[src/rtl/leds_mmio_if.sv]
// Data-bus interface between the core's data port and the LED peripheral.
interface leds_mmio_if #(
    parameter int ADDR_WIDTH = 32,
    parameter int DATA_WIDTH = 32
);
    logic [ADDR_WIDTH-1:0] addr;
    logic [DATA_WIDTH-1:0] wdata;
    logic                  we;
    logic                  re;
    logic [DATA_WIDTH-1:0] rdata;
    logic                  rvalid;

    modport master (
        output addr, wdata, we, re,
        input  rdata, rvalid
    );

    modport slave (
        input  addr, wdata, we, re,
        output rdata, rvalid
    );
endinterface

[src/rtl/leds_mmio.sv]
// Memory-mapped LED peripheral: CTRL/VALUE/PRESCALE/STATUS registers in a
// 16-byte window, with a prescaled tick driving static/blink/rotate/off modes.
module leds_mmio #(
    parameter int          ADDR_WIDTH     = 32,
    parameter int          DATA_WIDTH     = 32,
    parameter int          LED_WIDTH      = 16,
    parameter logic [31:0] BASE_ADDR      = 32'h0000_0500,
    parameter int          PRESC_WIDTH    = 24,
    parameter logic [PRESC_WIDTH-1:0] RESET_PRESCALE = '0
) (
    input  logic                 i_clk,
    input  logic                 i_arst_n,
    leds_mmio_if.slave           bus,
    output logic [LED_WIDTH-1:0] o_leds
);

    typedef enum logic [1:0] {
        MODE_STATIC = 2'd0,
        MODE_BLINK  = 2'd1,
        MODE_ROTATE = 2'd2,
        MODE_OFF    = 2'd3
    } mode_e;

    typedef enum logic [1:0] {
        REG_CTRL     = 2'd0,
        REG_VALUE    = 2'd1,
        REG_PRESCALE = 2'd2,
        REG_STATUS   = 2'd3
    } reg_sel_e;

    localparam logic [ADDR_WIDTH-1:0] BASE = ADDR_WIDTH'(BASE_ADDR);

    mode_e                  mode_q, mode_d;
    logic                   phase_q, phase_d;
    logic [LED_WIDTH-1:0]   pattern_q, pattern_d;
    logic [LED_WIDTH-1:0]   value_q, value_d;
    logic [PRESC_WIDTH-1:0] presc_q;
    logic [PRESC_WIDTH-1:0] cnt_q;
    logic                   sticky_q;
    logic [DATA_WIDTH-1:0]  rd_word;

    logic     hit, wr, rd;
    reg_sel_e sel;
    logic     wr_ctrl, wr_value, wr_presc;
    logic     tick, eng_tick;
    logic     unused_bits;

    assign hit = (bus.addr[ADDR_WIDTH-1:4] == BASE[ADDR_WIDTH-1:4]);
    assign sel = reg_sel_e'(bus.addr[3:2]);
    assign wr  = hit && bus.we;
    assign rd  = hit && bus.re;

    assign wr_ctrl  = wr && (sel == REG_CTRL);
    assign wr_value = wr && (sel == REG_VALUE);
    assign wr_presc = wr && (sel == REG_PRESCALE);

    // Counter tick is suppressed by CTRL/PRESCALE writes (they restart the count);
    // the pattern engine additionally loses the tick to a VALUE write.
    assign tick     = (cnt_q == presc_q) && !wr_ctrl && !wr_presc;
    assign eng_tick = tick && !wr_value;

    assign unused_bits = ^{bus.addr[1:0], bus.wdata};

    // Prescale counter: wraps after reaching PRESCALE, restarts on CTRL/PRESCALE write.
    always_ff @(posedge i_clk or negedge i_arst_n) begin
        if (!i_arst_n) begin
            cnt_q <= '0;
        end else if (wr_ctrl || wr_presc || tick) begin
            cnt_q <= '0;
        end else begin
            cnt_q <= cnt_q + 1'b1;
        end
    end

    // Configuration registers; STATUS is read-only so it has no write path.
    always_ff @(posedge i_clk or negedge i_arst_n) begin
        if (!i_arst_n) begin
            presc_q <= RESET_PRESCALE;
        end else if (wr_presc) begin
            presc_q <= bus.wdata[PRESC_WIDTH-1:0];
        end
    end

    // Sticky tick flag: a tick coinciding with a clearing STATUS read keeps it set.
    always_ff @(posedge i_clk or negedge i_arst_n) begin
        if (!i_arst_n) begin
            sticky_q <= 1'b0;
        end else if (tick) begin
            sticky_q <= 1'b1;
        end else if (rd && (sel == REG_STATUS)) begin
            sticky_q <= 1'b0;
        end
    end

    // Pattern engine state register.
    always_ff @(posedge i_clk or negedge i_arst_n) begin
        if (!i_arst_n) begin
            mode_q    <= MODE_STATIC;
            phase_q   <= 1'b0;
            pattern_q <= '0;
            value_q   <= '0;
        end else begin
            mode_q    <= mode_d;
            phase_q   <= phase_d;
            pattern_q <= pattern_d;
            value_q   <= value_d;
        end
    end

    // Pattern engine next state, evaluated against the post-write mode/value.
    always_comb begin
        mode_d    = mode_q;
        phase_d   = phase_q;
        pattern_d = pattern_q;
        value_d   = wr_value ? bus.wdata[LED_WIDTH-1:0] : value_q;

        if (wr_ctrl) begin
            mode_d  = mode_e'(bus.wdata[1:0]);
            phase_d = 1'b0;
        end else if (eng_tick && (mode_q == MODE_BLINK)) begin
            phase_d = ~phase_q;
        end

        case (mode_d)
            MODE_STATIC: pattern_d = value_d;
            MODE_BLINK:  pattern_d = phase_d ? '0 : value_d;
            MODE_OFF:    pattern_d = '0;
            MODE_ROTATE: begin
                if (wr_value || (wr_ctrl && (mode_q != MODE_ROTATE))) begin
                    pattern_d = value_d;
                end else if (eng_tick) begin
                    pattern_d = {pattern_q[LED_WIDTH-2:0], pattern_q[LED_WIDTH-1]};
                end
            end
            default:     pattern_d = '0;
        endcase
    end

    // Read mux over the pre-write register contents.
    always_comb begin
        rd_word = '0;
        case (sel)
            REG_CTRL:     rd_word[1:0] = mode_q;
            REG_VALUE:    rd_word[LED_WIDTH-1:0] = value_q;
            REG_PRESCALE: rd_word[PRESC_WIDTH-1:0] = presc_q;
            REG_STATUS: begin
                rd_word[0] = phase_q;
                rd_word[1] = sticky_q;
                for (int unsigned i = 0; i < LED_WIDTH; i++) begin
                    if (i + 16 < DATA_WIDTH) begin
                        rd_word[i+16] = pattern_q[i];
                    end
                end
            end
            default:      rd_word = '0;
        endcase
    end

    // Registered read response; data is forced to zero when not valid.
    always_ff @(posedge i_clk or negedge i_arst_n) begin
        if (!i_arst_n) begin
            bus.rdata  <= '0;
            bus.rvalid <= 1'b0;
        end else begin
            bus.rdata  <= rd ? rd_word : '0;
            bus.rvalid <= rd;
        end
    end

    // LED outputs lag the pattern register by one cycle.
    always_ff @(posedge i_clk or negedge i_arst_n) begin
        if (!i_arst_n) begin
            o_leds <= '0;
        end else begin
            o_leds <= pattern_q;
        end
    end

endmodule

[src/flat_wrapper.sv]
// flat-port wrapper written by rule: the top's interface ports become plain ports
module leds_mmio_flat 
#(
    parameter int          ADDR_WIDTH     = 32,
    parameter int          DATA_WIDTH     = 32,
    parameter int          LED_WIDTH      = 16,
    parameter logic [31:0] BASE_ADDR      = 32'h0000_0500,
    parameter int          PRESC_WIDTH    = 24,
    parameter logic [PRESC_WIDTH-1:0] RESET_PRESCALE = '0
)
  (i_clk, i_arst_n, o_leds, bus_addr, bus_wdata, bus_we, bus_re, bus_rdata, bus_rvalid);
  leds_mmio_if #(.ADDR_WIDTH(ADDR_WIDTH), .DATA_WIDTH(DATA_WIDTH)) bus_i ();
  input  logic i_clk;
  input  logic i_arst_n;
  output logic [LED_WIDTH-1:0] o_leds;
  input wire logic [$bits(bus_i.addr)-1:0] bus_addr;
  input wire logic [$bits(bus_i.wdata)-1:0] bus_wdata;
  input wire logic [$bits(bus_i.we)-1:0] bus_we;
  input wire logic [$bits(bus_i.re)-1:0] bus_re;
  output wire logic [$bits(bus_i.rdata)-1:0] bus_rdata;
  output wire logic [$bits(bus_i.rvalid)-1:0] bus_rvalid;
  assign bus_i.addr = bus_addr;
  assign bus_i.wdata = bus_wdata;
  assign bus_i.we = bus_we;
  assign bus_i.re = bus_re;
  assign bus_rdata = bus_i.rdata;
  assign bus_rvalid = bus_i.rvalid;
  leds_mmio #(.ADDR_WIDTH(ADDR_WIDTH), .DATA_WIDTH(DATA_WIDTH), .LED_WIDTH(LED_WIDTH), .BASE_ADDR(BASE_ADDR), .PRESC_WIDTH(PRESC_WIDTH), .RESET_PRESCALE(RESET_PRESCALE)) u_core (.i_clk(i_clk), .i_arst_n(i_arst_n), .bus(bus_i), .o_leds(o_leds));
endmodule
[config.mk]
export PLATFORM = sky130hd
export DESIGN_NAME = leds_mmio_flat
export DESIGN_NICKNAME = d
export VERILOG_FILES = /design/src/rtl/leds_mmio_if.sv /design/src/rtl/leds_mmio.sv /design/src/flat_wrapper.sv
export SDC_FILE = /design/constraint.sdc
export NUM_CORES = 1
export LEC_CHECK = 0
export ABC_AREA = 1
export CAP_MARGIN = 20
export CORE_UTILIZATION = 48
export DETAILED_ROUTE_END_ITERATION = 8
export PLACE_DENSITY = 0.77
export SLEW_MARGIN = 20
export SYNTH_ARGS = -nofsm -noshare
export SYNTH_HDL_FRONTEND = slang
export SYNTH_SLANG_ARGS = --single-unit
[constraint.sdc]
create_clock -name i_clk -period 2.26 [get_ports i_clk]
set_clock_uncertainty 0.2 [all_clocks]
set_input_delay 0.452 -clock i_clk [delete_from_list [all_inputs] [get_ports i_clk]]
set_output_delay 0.452 -clock i_clk [all_outputs]
set_load 0.005 [all_outputs]
==> out/results.ini, run 1 <==
[run_status]
outcome=finished, violations left
violations=setup timing

[routing]
drt-initial-drc-count=679
wl_per_cell_um=16.6
ant_nets=0
routed_wl_um=20200
drtPass1Iterations=7
drc=0
via_count=6510
avgViaCountPerCell=5.36

[grt]
antenna_found_initial=0
grt_usage_pct=28.8
grt_pass1_wl_um=30900
grt_remaining_overflow=0
first_global_vias=6171
grt_max_degree=47

[floorplanning]
rows=41
die_h_um=117
start_util_pct=50.0
die_w_um=117
io_pins=117
die-area_mm2=0.0138
coreArea_mm2=0.0128

[sta]
rsz0062_at_grt=true
slew_headroom_pct=71.8
clock.fmax_mhz=410
slew_viol_final=0
hold_viol=0
final.min_clock_period_ns=2.44
final.setup.tns_ns=-2.43
finalSetupViolCount=26
min_period_over_period_pct=108
setup_ws_ns=-0.182
tightest_slew_ns=0.420

[yosys]
syn_area_mm2=0.00638
syn_nets=879
async_flop_share_pct=100
synth.area.mux_share_pct=0.529
ys.flop_type=dfrtp_1
ys_ff_latch=133
synth.distinct_cells=36
synth_top_family_by_area=simple AND/OR/NAND/NOR gates
synth_fa_ha_area_share_pct=1.18
synthCells=805
synth_compound_area_share_pct=9.49
synthSimpleGateAreaFrac_pct=27.6
synth_edf_count=0
synth_seq_area_share_pct=52.2
ys.warnings.count=0
syn_area_per_cell_um2=7.93
synthXorXnorAreaFrac_pct=1.92

[placed_design]
port-buffer-count=106
gp_congestion=0.963
place_area_mm2=0.00839
pre_cts_ws_ns=-0.649
hpwl_um=12900

[worst_setup_path]
arrival_ns=2.60
critPathTopFamily=simple AND/OR/NAND/NOR gates
path_common_cell=nand2_1
crit_fanout=8
start_kind=input port
cp-startpoint=bus_addr[31]
crit_cells=17
crit_path_top_delay_cell=clkdlybuf4s15_1
path_class=input port to flip-flop
cpPeakStageDelay_ns=0.22
critPathBufInv=5
r2r_start=u_core.cnt_q[1]
reg2regPathDepth=15
worstPathRequired_ns=2.42
critPathCaptureType=flip-flop
critical_path.cell_chain=clkdlybuf4s15_1, nor2_2, nand2_1, nor2_2, nand2_2, nor2_4, buf_6, nand3_4, o21ai_2, inv_2, buf_12, nor2_4, buf_12, nand3_1, nand3_1, nand2_1, nand2_1

[cts]
cts.clk_slew.worst_paths_ns=0.06
cts_root_buf=clkbuf_16
cts.sinks=133
clk_latency_ns=0.43
cts_tree=built
htree_levels=4
numCtsBuffers=17
cts_buffer_depth=2

[worst_hold_path]
hp-class=flip-flop to flip-flop
min_from=u_core.pattern_q[14]
holdPathStages=0

[power_and_ir_drop]
ir_worst_vdd_v=0.000718
power.density_mw_per_mm2=570
p_leak_nw=4.64

[finish]
final_design_area_no_fill_mm2=0.00961
utilization_pct=75.2
final_nets=1104
drive_gt1_share_pct=23.6
n_antenna_cell=0
syn2layout_area_growth_pct=50.6

[flow_run]
maxCapViolations=0

## path summary, 6_finish.rpt
path	slack (ns)	end
min	0.19	u_core.o_leds[14]
max	-0.18	u_core.pattern_q[15]
min in group asynchronous	0.29	u_core.presc_q[4]
max in group asynchronous	1.00	u_core.o_leds[5]
min reg2reg	0.19	u_core.o_leds[14]
max reg2reg	-0.04	u_core.pattern_q[15]
## power by group
group	total [mW]	internal [mW]	switching, mW
Clock	2.83	1.74	1.09
Sequential	2.38	2.38	0.00000549
Combinational	0.266	0.127	0.139
Total	5.48	4.25	1.23
## what timing repair did
item | 4_1_cts | 5_1_grt
cloned | 2 | 3
pin swaps | 39 | 57
hold buffers | 1 | 0
setup buffers | 22 | 0
endpoints found under the setup margin | 20 | 40
hold endpoints to repair | 20 | 0
resized for setup | 51 | 102
## placed cells by master, fill, tap and decap left out, drive strengths merged, types with 5 or more instances in the layout
cell type,Yosys,final
o21ai,60,60
clkinvlp,0,6
nor2,92,92
o22ai,5,5
clkdlybuf4s15,0,19
a21oi,35,35
dlymetal6s2s,0,5
xor2,13,13
clkinv,1,5
nand3,53,53
buf,9,120
nor3,10,10
nand2,260,260
clkbuf,14,23
nand4,7,7
dfrtp,133,133
clkdlybuf4s50,0,76
inv,92,94
ha,6,6
## cell usage after synthesis, types with 3 or more instances
cell type  count  area share, %
nand3_1       51            4.0
nand2_1      258             15
mux2_2         3           0.53
nand4_1        7           0.69
clkbuf_1      14           0.82
nor3_1        10           0.78
dfrtp_1      133             52
o21ai_0       46            3.6
nor2_1        88            5.2
xor2_1        13            1.8
inv_1         91            5.4
nor4_1         4           0.39
a21oi_1       35            2.7
ha_1           6            1.2
buf_2          7           0.55
o21ai_2       11            1.5
o22ai_1        5           0.49
## kinds of logic (layout without fill, tap and decap cells)
family | Yosys count | in the layout
simple gates | 427 | 427
buf+inv | 116 | 354
mux | 3 | 3
fa+ha+maj | 6 | 6
flops | 133 | 133
xor+xnor | 14 | 14
compound gates | 106 | 106
## state kept, by name, summed over array words and instances, names as in the netlist
register / cells
u_core.bus.rvalid: 1
u_core.value_q: 16
u_core.cnt_q: 24
u_core.pattern_q: 16
u_core.sticky_q: 1
u_core.bus.rdata: 32
u_core.presc_q: 24
u_core.o_leds: 16
u_core.phase_q: 1
u_core.mode_q: 2
## cell type report
type / count / area, µm²
sequential: 133 / 3330
fill: 788 / 3170
multi-input combinational: 556 / 2880
timing repair buffer: 228 / 2210
clock buffer: 18 / 429
inverter: 93 / 358
tap: 172 / 215
clock inverter: 14 / 178
timing repair inverter: 1 / 7.51
## layer usage
| metal | GRT usage [%] | vias up | wire length, µm |
|---|---|---|---|
| met5 | 0 | - | 0 |
| met4 | 11.5 | 0 | 782 |
| met3 | 5.98 | 72 | 1610 |
| met2 | 46.7 | 345 | 9620 |
| met1 | 37.7 | 3086 | 8210 |
| li1 | - | 3007 | - |
## stage by stage
stage / power, mW / hold slack, ns / std cells
4_1_cts: 5.49 / 0.190 / 1212
3_3_place_gp: 2.67 / 0.168 / 1155
3_5_place_dp: 2.67 / 0.174 / 1155
2_1_floorplan: 2.47 / -0.0436 / 805
6_report: 5.48 / 0.190 / 1215
5_1_grt: 5.63 / 0.204 / 1215
Power figures use the tool's default switching activity.
==> run 2, diff against run 1 <==
--- a/config.mk
+++ b/config.mk
@@ -7,9 +7,10 @@
 export LEC_CHECK = 0
 export ABC_AREA = 1
 export CAP_MARGIN = 20
-export CORE_UTILIZATION = 48
+export CORE_UTILIZATION = 49
+export CTS_BUF_LIST = sky130_fd_sc_hd__clkbuf_2 sky130_fd_sc_hd__clkbuf_4 sky130_fd_sc_hd__clkbuf_8
 export DETAILED_ROUTE_END_ITERATION = 8
-export PLACE_DENSITY = 0.77
+export PLACE_DENSITY = 0.78
 export SLEW_MARGIN = 20
 export SYNTH_ARGS = -nofsm -noshare
 export SYNTH_HDL_FRONTEND = slang
==> run 2 against run 1 <==
Compared with the run above:
- the flow still finishes with violations (setup timing)
- die area is 2.0% lower
- global-route usage up 0.61 points
- non-clock buffer count is 16 higher
- via count fell by 1.1%
- power decreased by 16%
- sequential power hardly changed
- routed wire length is 0.38% higher
- highest routed layer unchanged
==> out/results.ini, run 2 (same netlist as run 1, synthesis figures left out) <==
[grt]
grt_max_degree=49  ; +4.3%
antenna_found_initial=0  ; unchanged
grt_remaining_overflow=0  ; unchanged
grt_usage_pct=29.4  ; +0.61 points
grt_pass1_wl_um=29600  ; -4.2%
first_global_vias=6076  ; -1.5%

[worst_setup_path]
arrival_ns=2.53  ; -0.07 ns
start_kind=input port
critPathBufInv=4  ; -1
path_class=input port to flip-flop
crit_fanout=11  ; +3
path_common_cell=nand2_1
critPathCaptureType=flip-flop
critical_path.cell_chain=clkdlybuf4s50_1, inv_2, ha_1, nand3_1, buf_6, buf_4, o21ai_2, nand2_1, o21ai_0, nand2_1, nand3_2, nand2_2, nand2_1
worstPathRequired_ns=2.47  ; +0.05 ns
critPathTopFamily=buffers and inverters
crit_path_top_delay_cell=clkdlybuf4s50_1
cpPeakStageDelay_ns=0.47  ; +0.25 ns
r2r_slack_ns=0  ; +0.04 ns

[routing]
drtPass1Iterations=6  ; -1
avgViaCountPerCell=5.23  ; -2.4%
drc=0  ; unchanged
wl_per_cell_um=16.5  ; -0.92%
drt-initial-drc-count=584  ; -14%
via_count=6438  ; -1.1%
routed_wl_um=20300  ; +0.38%
ant_nets=0  ; unchanged

[finish]
n_antenna_cell=0  ; unchanged
final_nets=1120  ; +1.4%
reg.largest.list=u_core.bus.rdata (32), u_core.cnt_q (24), u_core.presc_q (24)
final_common_cell=nand2_1
largest_reg_flops=32  ; unchanged
regMostFlops=u_core.bus.rdata
utilization_pct=74.1  ; -1.1 points
syn2layout_area_growth_pct=47.2
drive_gt1_share_pct=26.3  ; +2.7 points
layout_common_cells=242 x nand2_1, 133 x dfrtp_1, 120 x buf_4

[power_and_ir_drop]
p_switching_mw=1.21  ; -1.3%
seq_power_share_pct=51.5  ; +8.0 points
swShare_pct=26.3  ; +3.9 points
p_int_mw=3.40  ; -20%
p_leak_nw=4.60  ; -0.87%
clockPowerShare_pct=42.5  ; -9.2 points
total_power_mw=4.62  ; -16%
ir_worst_vdd_v=0.000465  ; -35%
power.density_mw_per_mm2=491  ; -14%
pwr-share-comb_pct=6.0  ; +1.2 points

[sta]
rsz0062_at_grt=true
tightest_slew_ns=0.489  ; +0.0694 ns
final.min_clock_period_ns=2.32  ; -0.118 ns
slew_headroom_pct=67.2  ; -4.7 points
hold_viol=0  ; unchanged
setup_ws_ns=-0.0638  ; +0.118 ns
min_period_over_period_pct=103  ; -5.2 points
slew_viol_final=0  ; unchanged
clock.fmax_mhz=430  ; +5.1%
finalSetupViolCount=5  ; -81%

[cts]
clk_latency_ns=0.48  ; +0.05 ns
cts.sinks=133  ; unchanged
cts.clk_slew.worst_paths_ns=0.08  ; +0.02 ns
cts_root_buf=clkbuf_8
numCtsBuffers=17  ; unchanged
cts_tree=built
cts_buffer_depth=2  ; unchanged
htree_levels=4  ; unchanged

[floorplanning]
coreArea_mm2=0.0127  ; -0.80%
io_pins=117  ; unchanged
start_util_pct=50.4  ; +0.40 points
die_h_um=116  ; -1.0%
die_w_um=116  ; -1.0%
rows=41  ; unchanged
die-area_mm2=0.0135  ; -2.0%

[placed_design]
hpwl_um=13000  ; +0.30%
gp_congestion=0.953  ; -1.0%
port-buffer-count=106  ; unchanged

[flow_run]
maxCapViolations=0  ; unchanged

[run_status]
outcome=finished, violations left
violations=setup timing

[worst_hold_path]
hp-class=flip-flop to flip-flop

## run 2: cell count changes in the layout (fill, tap and decap cells not counted), sizes merged
cell / delta
clkdlybuf4s15: -7
dlygate4sd2: -2
inv: +5
buf: +18
dlymetal6s2s: -1
bufinv: -2
clkinv: -1
clkbuf: +6
clkdlybuf4s50: +1
clkinvlp: -1
## run 2: worst paths after layout
kind / from / endpoint / depth (start not counted)
worst max-delay path: bus_addr[3] / u_core.pattern_q[4] / 13
worst min-delay path: u_core.pattern_q[14] / u_core.o_leds[14] / 0
worst max register to register: u_core.cnt_q[1] / u_core.cnt_q[18] / 17
worst min register to register: u_core.pattern_q[14] / u_core.o_leds[14] / 0
max in group asynchronous: i_arst_n / u_core.o_leds[9] / 3
min in group asynchronous: i_arst_n / u_core.cnt_q[2] / 2
## run 2: area by class of cell
class,instances,area (µm²)
clock buffers,17,234
clock inverters,15,144
fillers,890,3280
inverters,93,360
multi-input cells,556,2910
flip-flops and latches,133,3330
well taps,172,215
repair buffers,244,2200
repair inverters,1,7.51
## run 2: power by group through the flow
stage,clock [mW],combinational (mW),sequential [mW]
after CTS,1.96,0.257,2.38
after floorplan,0,0.0475,2.43
after global routing,2.06,0.300,2.38
after detailed placement,0,0.246,2.42
after global placement,0,0.243,2.42
final,1.96,0.277,2.38
## run 2: timing repair
item | 4_1_cts | 5_1_grt
setup buffers | 25 | 6
gates resized for setup | 48 | 120
cloned | 1 | 2
pin swaps | 3 | 53
setup endpoints to repair | 19 | 28
hold buffers | 1 | 0
endpoints found under the hold margin | 45 | 0
## run 2: through the flow
| stage | TNS (ns) | setup slack [ns] | hold slack (ns) | cells | instance area, µm² |
|---|---|---|---|---|---|
| after global placement | -27.92 | -0.562 | 0.158 | 1164 | 8420 |
| final | -0.135 | -0.0638 | 0.180 | 1231 | 9390 |
| after CTS | -0.00298 | -0.00256 | 0.184 | 1223 | 9050 |
| after detailed placement | -31.86 | -0.654 | 0.169 | 1164 | 8420 |
| after floorplan | 0 | 0.0473 | -0.0436 | 805 | 6380 |
| after global routing | -2.06 | -0.155 | 0.187 | 1231 | 9390 |
## run 2: worst register-to-register path, cell delays in order (launching register included)
cell	delay [ns]
dfrtp_1	0.36
ha_2	0.19
nand2_2	0.06
inv_2	0.06
nand3_2	0.07
inv_2	0.07
nand2_2	0.06
nor2_4	0.11
nand2_2	0.08
nor2_4	0.13
buf_6	0.11
nand2_4	0.04
nor2_4	0.11
nand2_2	0.08
nor3_4	0.19
nand3_1	0.10
nand2_1	0.09
nor2_1	0.05
## run 2: layer usage
layer	GRT usage (%)	routed length, µm	vias up
li1	-	-	3033
met1	37.9	8320	3020
met2	48.3	9930	308
met3	5.92	1340	77
met4	13.2	710	0
met5	0	0	-
==> run 3, diff against run 2 <==
--- a/config.mk
+++ b/config.mk
@@ -11,6 +11,7 @@
 export CTS_BUF_LIST = sky130_fd_sc_hd__clkbuf_2 sky130_fd_sc_hd__clkbuf_4 sky130_fd_sc_hd__clkbuf_8
 export DETAILED_ROUTE_END_ITERATION = 8
 export PLACE_DENSITY = 0.78
+export SKIP_LAST_GASP = 1
 export SLEW_MARGIN = 20
 export SYNTH_ARGS = -nofsm -noshare
 export SYNTH_HDL_FRONTEND = slang
==> run 3 against run 2 <==
Compared with the run above:
- the run still ends with setup timing left
- clock power is essentially flat
- sequential share of layout area hardly changed
- register-to-register slack about the same
- global-route usage hardly changed
- utilization about the same
- flip-flop and latch count unchanged
- critical path depth stayed put
- combinational power about the same
- routed wire length is 1.9% lower
- largest cell class unchanged
==> out/results.ini, run 3 (same netlist as run 1, synthesis figures left out) <==
[placed_design]
place_area_mm2=0.00842  ; unchanged
dp_cells=1164  ; unchanged
port-buffer-count=106  ; unchanged
hpwl_um=13000  ; unchanged
gp_congestion=0.953  ; unchanged

[floorplanning]
rows=41  ; unchanged
coreArea_mm2=0.0127  ; unchanged
io_pins=117  ; unchanged
die-area_mm2=0.0135  ; unchanged
die_h_um=116  ; unchanged
die_w_um=116  ; unchanged
start_util_pct=50.4  ; unchanged

[worst_setup_path]
start_kind=input port
path_class=input port to flip-flop
crit_fanout=11  ; unchanged
arrival_ns=2.52  ; about the same
critPathCaptureType=flip-flop
worstPathRequired_ns=2.46  ; about the same
reg2regPathDepth=17  ; unchanged

[sta]
setup_ws_ns=-0.0624  ; +0.00149 ns
final.setup.tns_ns=-0.0852  ; +0.0498 ns
tightest_slew_ns=0.471  ; -0.0176 ns
clock.fmax_mhz=431  ; about the same
final.min_clock_period_ns=2.32  ; -0.00149 ns
finalSetupViolCount=2  ; -3
slew_headroom_pct=68.6  ; +1.4 points
min_period_over_period_pct=103  ; about the same
fin_hold_ws_ns=0.180  ; -0.0000380 ns
hold_viol=0  ; unchanged
rsz0062_at_grt=true
slew_viol_final=0  ; unchanged

[finish]
final_nets=1120  ; unchanged
reg.largest.list=u_core.bus.rdata (32), u_core.cnt_q (24), u_core.presc_q (24)
final_common_cell=nand2_1
layout_common_cells=242 x nand2_1, 133 x dfrtp_1, 120 x buf_4
regMostFlops=u_core.bus.rdata
largest_reg_flops=32  ; unchanged
drive_gt1_share_pct=26.2  ; -0.094 points
n_antenna_cell=0  ; unchanged
final_design_area_no_fill_mm2=0.00939  ; about the same
finalNonFillerCells=1231  ; unchanged
num-fill-cells=890  ; unchanged
syn2layout_area_growth_pct=47.1  ; about the same

[routing]
wl_per_cell_um=16.2  ; -1.9%
drc=0  ; unchanged
drt-initial-drc-count=604  ; +3.4%
drtPass1Iterations=5  ; -1
ant_nets=0  ; unchanged
avgViaCountPerCell=5.21  ; -0.42%
via_count=6411  ; -0.42%
routed_wl_um=19900  ; -1.9%

[grt]
grt_max_degree=49  ; unchanged
grt_usage_pct=29.4  ; about the same
grt_pass1_wl_um=29600  ; +0.11%
antenna_found_initial=0  ; unchanged
grt_remaining_overflow=0  ; unchanged
first_global_vias=6077  ; +0.016%

[cts]
cts_root_buf=clkbuf_8
numCtsBuffers=17  ; unchanged
cts.sinks=133  ; unchanged
clk_latency_ns=0.47  ; about the same
cts.clk_slew.worst_paths_ns=0.08  ; about the same
cts_buffer_depth=2  ; unchanged
htree_levels=4  ; unchanged
cts_tree=built

[worst_hold_path]
holdPathStages=0  ; unchanged
hp-class=flip-flop to flip-flop

[run_status]
violations=setup timing
outcome=finished, violations left

[power_and_ir_drop]
power.density_mw_per_mm2=491  ; -0.12%
ir_worst_vdd_v=0.000476  ; +2.4%
p_leak_nw=4.60  ; about the same
total_power_mw=4.61  ; -0.17%

[flow_run]
maxCapViolations=0  ; unchanged

[run 3: final cells by class]
class	instances	area, µm²	share of cell area, %
multi-input cells	556	2900	30.9
repair buffers	244	2200	23.4
inverters	93	360	3.84
flip-flops and latches	133	3330	35.5
repair inverters	1	7.51	0.0800
well taps	172	215	2.29
clock inverters	15	144	1.53
clock buffers	17	234	2.49
[run 3: path summary, 6_finish.rpt]
path,start,endpoint,slack (ns)
worst min register to register,u_core.pattern_q[14],u_core.o_leds[14],0.18
max in group asynchronous,i_arst_n,u_core.o_leds[9],0.96
worst min-delay path,u_core.pattern_q[14],u_core.o_leds[14],0.18
worst max-delay path,bus_addr[3],u_core.pattern_q[4],-0.06
worst max register to register,u_core.cnt_q[1],u_core.cnt_q[18],0.01
min in group asynchronous,i_arst_n,u_core.cnt_q[2],0.29
[run 3: where the power goes]
group          internal [mW]  switching [mW]
Combinational          0.133           0.144
Sequential              2.38      0.00000519
Clock                  0.893            1.06
[run 3: critical path, cell delays in order]
cell	delay, ns
clkdlybuf4s50_1	0.47
inv_2	0.13
ha_1	0.20
nand3_1	0.11
buf_6	0.16
buf_4	0.16
o21ai_2	0.33
nand2_1	0.08
o21ai_0	0.09
nand2_1	0.11
nand3_2	0.10
nand2_2	0.06
nand2_1	0.06
[run 3: what timing repair did]
item	CTS	global route
buffers inserted	25	6
pin swaps	3	53
gates cloned	1	2
endpoints found under the setup margin	19	28
gates resized for setup	45	122
hold endpoints to repair	45	0
hold buffers	1	0
[run 3: metrics by stage]
step	worst slack, ns	utilization [%]
floorplan	0.0473	-
global placement	-0.562	66.5
detailed placement	-0.654	66.5
CTS	-0.0349	71.4
global route	-0.155	74.1
finish	-0.0624	74.1
[run 3: layer usage]
metal | GRT usage, % | vias up | share of wire [%]
met2 | 48.3 | 274 | 49
met5 | 0 | - | 0
met1 | 38.0 | 3048 | 41
li1 | - | 3033 | -
met3 | 5.92 | 56 | 6.1
met4 | 13.2 | 0 | 3.0
